$ cat src/rtl/cla_pkg.sv
// Shared constants, result type, FIFO state encoding and saturation helper
// for the carry-lookahead adder result collector.
package cla_pkg;

  localparam int CLA_WIDTH   = 4;
  localparam int CLA_LATENCY = 5;

  typedef logic [CLA_WIDTH:0] result_t;

  typedef enum logic [1:0] {
    FIFO_EMPTY   = 2'd0,
    FIFO_PARTIAL = 2'd1,
    FIFO_FULL    = 2'd2
  } fifo_state_t;

  // All-ones value of a w-bit unsigned quantity.
  function automatic logic [63:0] sat_max(input int unsigned w);
    sat_max = (64'd1 << w) - 64'd1;
  endfunction

endpackage

$ cat src/rtl/cla_result_fifo.sv
// Show-ahead result FIFO: head is registered and holds its last value when
// the FIFO drains; push and pop in one cycle are legal even when full.
module cla_result_fifo import cla_pkg::*; #(
  parameter int DEPTH      = 4,
  parameter int DATA_WIDTH = $bits(result_t),
  parameter int CNT_WIDTH  = $clog2(DEPTH) + 1
) (
  input  logic                  clk,
  input  logic                  rst_n,
  input  logic                  push,
  input  logic [DATA_WIDTH-1:0] push_data,
  input  logic                  pop,
  output logic [DATA_WIDTH-1:0] head,
  output logic                  valid,
  output logic [CNT_WIDTH-1:0]  occupancy,
  output fifo_state_t           state
);

  localparam int AW = $clog2(DEPTH);

  logic [DATA_WIDTH-1:0] mem [DEPTH];
  logic [AW-1:0]         wr_ptr;
  logic [AW-1:0]         rd_ptr;
  logic [AW-1:0]         rd_ptr_next;
  logic                  pop_ok;
  logic [CNT_WIDTH-1:0]  occ_next;
  logic [DATA_WIDTH-1:0] head_next;
  fifo_state_t           state_next;

  // Next pointers, occupancy, state and the head entry after this cycle.
  always_comb begin
    pop_ok      = pop & valid;
    rd_ptr_next = rd_ptr + AW'(pop_ok);
    occ_next    = occupancy + CNT_WIDTH'(push) - CNT_WIDTH'(pop_ok);
    // The slot being written is the new head only when nothing older remains.
    if (occ_next == '0) begin
      head_next = head;
    end else if (push && (wr_ptr == rd_ptr_next)) begin
      head_next = push_data;
    end else begin
      head_next = mem[rd_ptr_next];
    end
    case (state)
      FIFO_EMPTY: begin
        state_next = push ? FIFO_PARTIAL : FIFO_EMPTY;
      end
      FIFO_PARTIAL, FIFO_FULL: begin
        if (occ_next == '0) begin
          state_next = FIFO_EMPTY;
        end else if (occ_next == CNT_WIDTH'(DEPTH)) begin
          state_next = FIFO_FULL;
        end else begin
          state_next = FIFO_PARTIAL;
        end
      end
      default: begin
        state_next = FIFO_EMPTY;
      end
    endcase
  end

  // Storage array.
  always_ff @(posedge clk) begin
    if (push) begin
      mem[wr_ptr] <= push_data;
    end
  end

  // Pointers, occupancy, registered head and state.
  always_ff @(posedge clk or negedge rst_n) begin
    if (!rst_n) begin
      wr_ptr    <= '0;
      rd_ptr    <= '0;
      occupancy <= '0;
      valid     <= 1'b0;
      head      <= '0;
      state     <= FIFO_EMPTY;
    end else begin
      wr_ptr    <= wr_ptr + AW'(push);
      rd_ptr    <= rd_ptr_next;
      occupancy <= occ_next;
      valid     <= (occ_next != '0);
      head      <= head_next;
      state     <= state_next;
    end
  end

endmodule

$ cat src/rtl/cla_result_fifo_chk.sv
// Simulation checker: a capture must never land in a full result FIFO
// unless a pop frees the slot in the same cycle.
module cla_result_fifo_chk import cla_pkg::*; (
  input logic        clk,
  input logic        rst_n,
  input logic        push,
  input logic        pop,
  input fifo_state_t state
);

  overflow_a: assert property (@(posedge clk) disable iff (!rst_n)
    !(push && (state == FIFO_FULL) && !pop));

endmodule

$ cat src/rtl/cla_result_collector.sv
// Collects pipelined CLA results into a credit-protected FIFO and keeps a
// saturating running sum. Define CLA_COLLECT_STATS_EN to add the o_count port.
module cla_result_collector import cla_pkg::*; #(
  parameter int WIDTH     = CLA_WIDTH,
  parameter int LATENCY   = CLA_LATENCY,
  parameter int DEPTH     = 4,
  parameter int ACC_WIDTH = 16
) (
  input  logic                 clk,
  input  logic                 rst_n,
  input  logic                 i_issue_valid,
  output logic                 o_issue_ready,
  input  logic [WIDTH:0]       i_result,
  input  logic                 i_clear,
  output logic [WIDTH:0]       o_data,
  output logic                 o_valid,
  input  logic                 i_ready,
  output logic [ACC_WIDTH-1:0] o_acc,
`ifdef CLA_COLLECT_STATS_EN
  output logic [15:0]          o_count,
`endif
  output logic                 o_acc_sat
);

  localparam int CW = $clog2(DEPTH) + 1;
  localparam logic [ACC_WIDTH-1:0] ACC_MAX = ACC_WIDTH'(sat_max(ACC_WIDTH));

  logic [LATENCY-1:0]  tag;
  logic                issue_fire;
  logic                capture;
  logic                pop;
  logic [31:0]         inflight;
  logic [CW-1:0]       occupancy;
  fifo_state_t         fifo_state;
  logic [ACC_WIDTH-1:0] acc_base;
  logic [ACC_WIDTH:0]  acc_sum;
  logic [ACC_WIDTH-1:0] acc_next;
  logic                sat_next;

  assign issue_fire = i_issue_valid & o_issue_ready;
  assign capture    = tag[LATENCY-1];
  assign pop        = o_valid & i_ready;

  // Credit: every in-flight tag already owns a FIFO slot.
  always_comb begin
    inflight = 32'd0;
    for (int i = 0; i < LATENCY; i++) begin
      inflight = inflight + {31'd0, tag[i]};
    end
    o_issue_ready = ((32'(occupancy) + inflight) < 32'(DEPTH));
  end

  // Tag pipe mirroring the adder pipeline.
  always_ff @(posedge clk or negedge rst_n) begin
    if (!rst_n) begin
      tag <= '0;
    end else begin
      tag <= LATENCY'({tag, issue_fire});
    end
  end

  cla_result_fifo #(
    .DEPTH      (DEPTH),
    .DATA_WIDTH (WIDTH + 1),
    .CNT_WIDTH  (CW)
  ) u_fifo (
    .clk       (clk),
    .rst_n     (rst_n),
    .push      (capture),
    .push_data (i_result),
    .pop       (pop),
    .head      (o_data),
    .valid     (o_valid),
    .occupancy (occupancy),
    .state     (fifo_state)
  );

  cla_result_fifo_chk u_fifo_chk (
    .clk   (clk),
    .rst_n (rst_n),
    .push  (capture),
    .pop   (pop),
    .state (fifo_state)
  );

  // Saturating accumulate; a same-cycle clear is applied before the capture.
  always_comb begin
    acc_base = i_clear ? '0 : o_acc;
    acc_sum  = {1'b0, acc_base} + (ACC_WIDTH + 1)'(i_result);
    if (capture) begin
      if (acc_sum > {1'b0, ACC_MAX}) begin
        acc_next = ACC_MAX;
        sat_next = 1'b1;
      end else begin
        acc_next = acc_sum[ACC_WIDTH-1:0];
        sat_next = i_clear ? 1'b0 : o_acc_sat;
      end
    end else begin
      acc_next = acc_base;
      sat_next = i_clear ? 1'b0 : o_acc_sat;
    end
  end

  // Running sum and sticky saturation flag.
  always_ff @(posedge clk or negedge rst_n) begin
    if (!rst_n) begin
      o_acc     <= '0;
      o_acc_sat <= 1'b0;
    end else begin
      o_acc     <= acc_next;
      o_acc_sat <= sat_next;
    end
  end

`ifdef CLA_COLLECT_STATS_EN
  logic [15:0] count_base;

  assign count_base = i_clear ? 16'd0 : o_count;

  // Capture counter, wrapping at 16 bits.
  always_ff @(posedge clk or negedge rst_n) begin
    if (!rst_n) begin
      o_count <= 16'd0;
    end else if (capture) begin
      o_count <= count_base + 16'd1;
    end else begin
      o_count <= count_base;
    end
  end
`endif

endmodule

$ cat config.mk
export PLATFORM = sky130hd
export DESIGN_NAME = cla_result_collector
export DESIGN_NICKNAME = d
export VERILOG_FILES = /design/src/rtl/cla_pkg.sv /design/src/rtl/cla_result_fifo.sv /design/src/rtl/cla_result_fifo_chk.sv /design/src/rtl/cla_result_collector.sv
export SDC_FILE = /design/constraint.sdc
export NUM_CORES = 1
export LEC_CHECK = 0
export ABC_AREA = 1
export BUFFER_PORTS_ARGS = -buffer_cell sky130_fd_sc_hd__buf_2
export CAP_MARGIN = 20
export CELL_PAD_IN_SITES_DETAIL_PLACEMENT = 1
export CELL_PAD_IN_SITES_GLOBAL_PLACEMENT = 1
export CORE_ASPECT_RATIO = 2
export CORE_MARGIN = 10
export CORE_UTILIZATION = 40
export DETAILED_ROUTE_END_ITERATION = 10
export PLACE_DENSITY = 0.8
export REMOVE_ABC_BUFFERS = 1
export SKIP_CTS_REPAIR_TIMING = 1
export SLEW_MARGIN = 20
export SYNTH_ARGS = -nofsm -noshare
export SYNTH_HDL_FRONTEND = slang
export SYNTH_HIERARCHICAL = 1
export SYNTH_SLANG_ARGS = --single-unit
$ cat constraint.sdc
create_clock -name clk -period 6.4 [get_ports clk]
set_clock_uncertainty 0.05 [all_clocks]
set_input_delay 1.92 -clock clk [delete_from_list [all_inputs] [get_ports clk]]
set_output_delay 1.92 -clock clk [all_outputs]
set_load 0.01 [all_outputs]
==> metrics.yaml <==
min_path:
  hp-class: "flop to flop"
sta:
  post-route-period-util: 0.675
  tns_ns: 0
  slew-limit-headroom: 0.455
  tightest_slew_ns: 0.817
  rsz0062_at_grt: "false"
  finalMaxSlewViolations: 0
  max_freq_ghz: 0.232
  min_period_ns: 4.32
  final_hold_viol_count: 0
  fin_ws_ns: 2.08
  finalSetupViolations: 0
critical_path:
  cp-start-kind: "flop"
  reg2reg_depth: 10
  reg2reg_from: "tag[4]$_DFF_PN0_"
  critPathCaptureType: "output pin"
  startpoint: "tag[0]$_DFF_PN0_"
  path_class: "flop to output pin"
  arrival_ns: 2.35
  cp.required_ns: 4.43
  rr_endpoint: "u_fifo/head[2]$_DFFE_PN0P_"
  crit_path_end: "o_issue_ready"
  crit_fanout: 2
  r2r_setup_slack_ns: 3.73
cells_and_area:
  layout_commonest_cell: "nand2_1"
  area.growth.synth_to_final_pct: 12.5
  drive_above_1_share: 0.183
  final_cell_mix: "nand2_1, inv_1, nor2_1"
  diodes: 0
  fin_nets: 424
pwr:
  p_clk_frac: 0.210
  peakVddDrop_mv: 0.160
  p_seq_frac: 0.335
  p_leak_nw: 1.84
  p_comb_frac: 0.455
  switchingPower_w: 0.000649
  switching_share: 0.420
  internal-power_w: 0.000895
  p_per_area_mw_per_mm2: 440
job:
  maxCapViolCount: 0
grt:
  grtUsageTotal: 0.156
  antenna_found_initial: 0
  grt_pass1_vias: 2883
  overflow: 0
  grt_start_max_net_pins: 36
  grt_pass1_wl_um: 14000
synth:
  ys_warn_count: 6
  avgSynthCellArea_um2: 8.52
  synth_area_mm2: 0.00312
  syn-instance-count: 366
die:
  die_w_um: 82.4
  num_rows: 45
  fp.dieH_um: 145
  die_area_mm2: 0.0119
  top_level_ports: 34
  core_mm2: 0.00760
  initial_core_util: 0.410
placed_design:
  place.gp.congestion: 0.857
  dpl.hpwl_um: 6590
  pre_cts_ws_ns: 2.32
  port_buffers: 33
outcome:
  status: "finished clean"
drt:
  viasPerCell: 5.16
  wl_um: 8570
  vias: 2545
  drtPass1Iterations: 4
  wire_per_inst_um: 17.4
  drc: 0
  ant_nets: 0
  drt_iter0_markers: 98
clocking:
  cts_tree: "built"
  cts_buffers: 5
  numClockSinks: 55
  cts.clk_slew.worst_paths_ns: 0.07
  insertion_delay_ns: 0.30
  cts_buffer_depth: 2
  clockRootBuffer: "clkbuf_16"
  cts-htree-levels: 2
-- critical path, stage by stage, from the launching register on --
cell and delay [ns]:
dfrtp_1 0.40, fa_1 0.51, fa_1 0.38, ha_1 0.18, or3_1 0.36, nor2_1 0.09, buf_2 0.13
-- metal layers --
layer / wire [um] / track usage / vias to the layer above / share of wire
li1: - / - / 1221 / -
met1: 2980 / 0.142 / 1272 / 0.35
met2: 5020 / 0.307 / 34 / 0.59
met3: 229 / 0.0235 / 18 / 0.027
met4: 330 / 0.0820 / 0 / 0.039
met5: 0 / 0 / - / 0
-- cell type report --
type,count,area (um2)
repair buffers,34,173
flip-flops and latches,55,1480
well taps,94,118
multi-input cells,243,1340
fillers,938,4090
clock inverters,2,35.0
clock buffers,6,139
inverters,59,228
-- through the flow --
stage          utilization  std cells  instance area [um2]  power [W]  hold slack [ns]
2_1_floorplan            -        357                 3040   0.000993            0.297
3_3_place_gp         0.439        485                 3330    0.00120            0.329
3_5_place_dp         0.439        485                 3330    0.00123            0.312
4_1_cts              0.461        493                 3510    0.00157            0.346
5_1_grt              0.461        493                 3510    0.00167            0.364
6_report             0.461        493                 3510    0.00154            0.347
-- worst min path at each step --
stage	from	endpoint	slack, ns	cells past startpoint
2_1_floorplan	tag[2]$_DFF_PN0_	tag[3]$_DFF_PN0_	0.30	0
3_3_place_gp	tag[2]$_DFF_PN0_	tag[3]$_DFF_PN0_	0.33	0
3_5_place_dp	tag[2]$_DFF_PN0_	tag[3]$_DFF_PN0_	0.31	0
4_1_cts	tag[2]$_DFF_PN0_	tag[3]$_DFF_PN0_	0.35	0
5_1_grt	tag[3]$_DFF_PN0_	tag[4]$_DFF_PN0_	0.36	0
6_report	tag[2]$_DFF_PN0_	tag[3]$_DFF_PN0_	0.35	0
-- sequential cells by signal (all words and copies together), names as in the netlist --
register and flops:
u_fifo/mem 20, o_acc 16, tag 5, u_fifo/head 5, u_fifo/occupancy 3, u_fifo/rd_ptr 2, u_fifo/wr_ptr 2, o_acc_sat 1
u_fifo/valid 1
-- power groups by stage --
stage,Sequential [W],Clock [W],Combinational (W)
4_1_cts,0.000519,0.000333,0.000719
5_1_grt,0.000529,0.000343,0.000801
3_5_place_dp,0.000525,0,0.000710
6_report,0.000517,0.000324,0.000703
3_3_place_gp,0.000519,0,0.000677
2_1_floorplan,0.000539,0,0.000454
No activity file was read; power rests on OpenSTA's default activity.
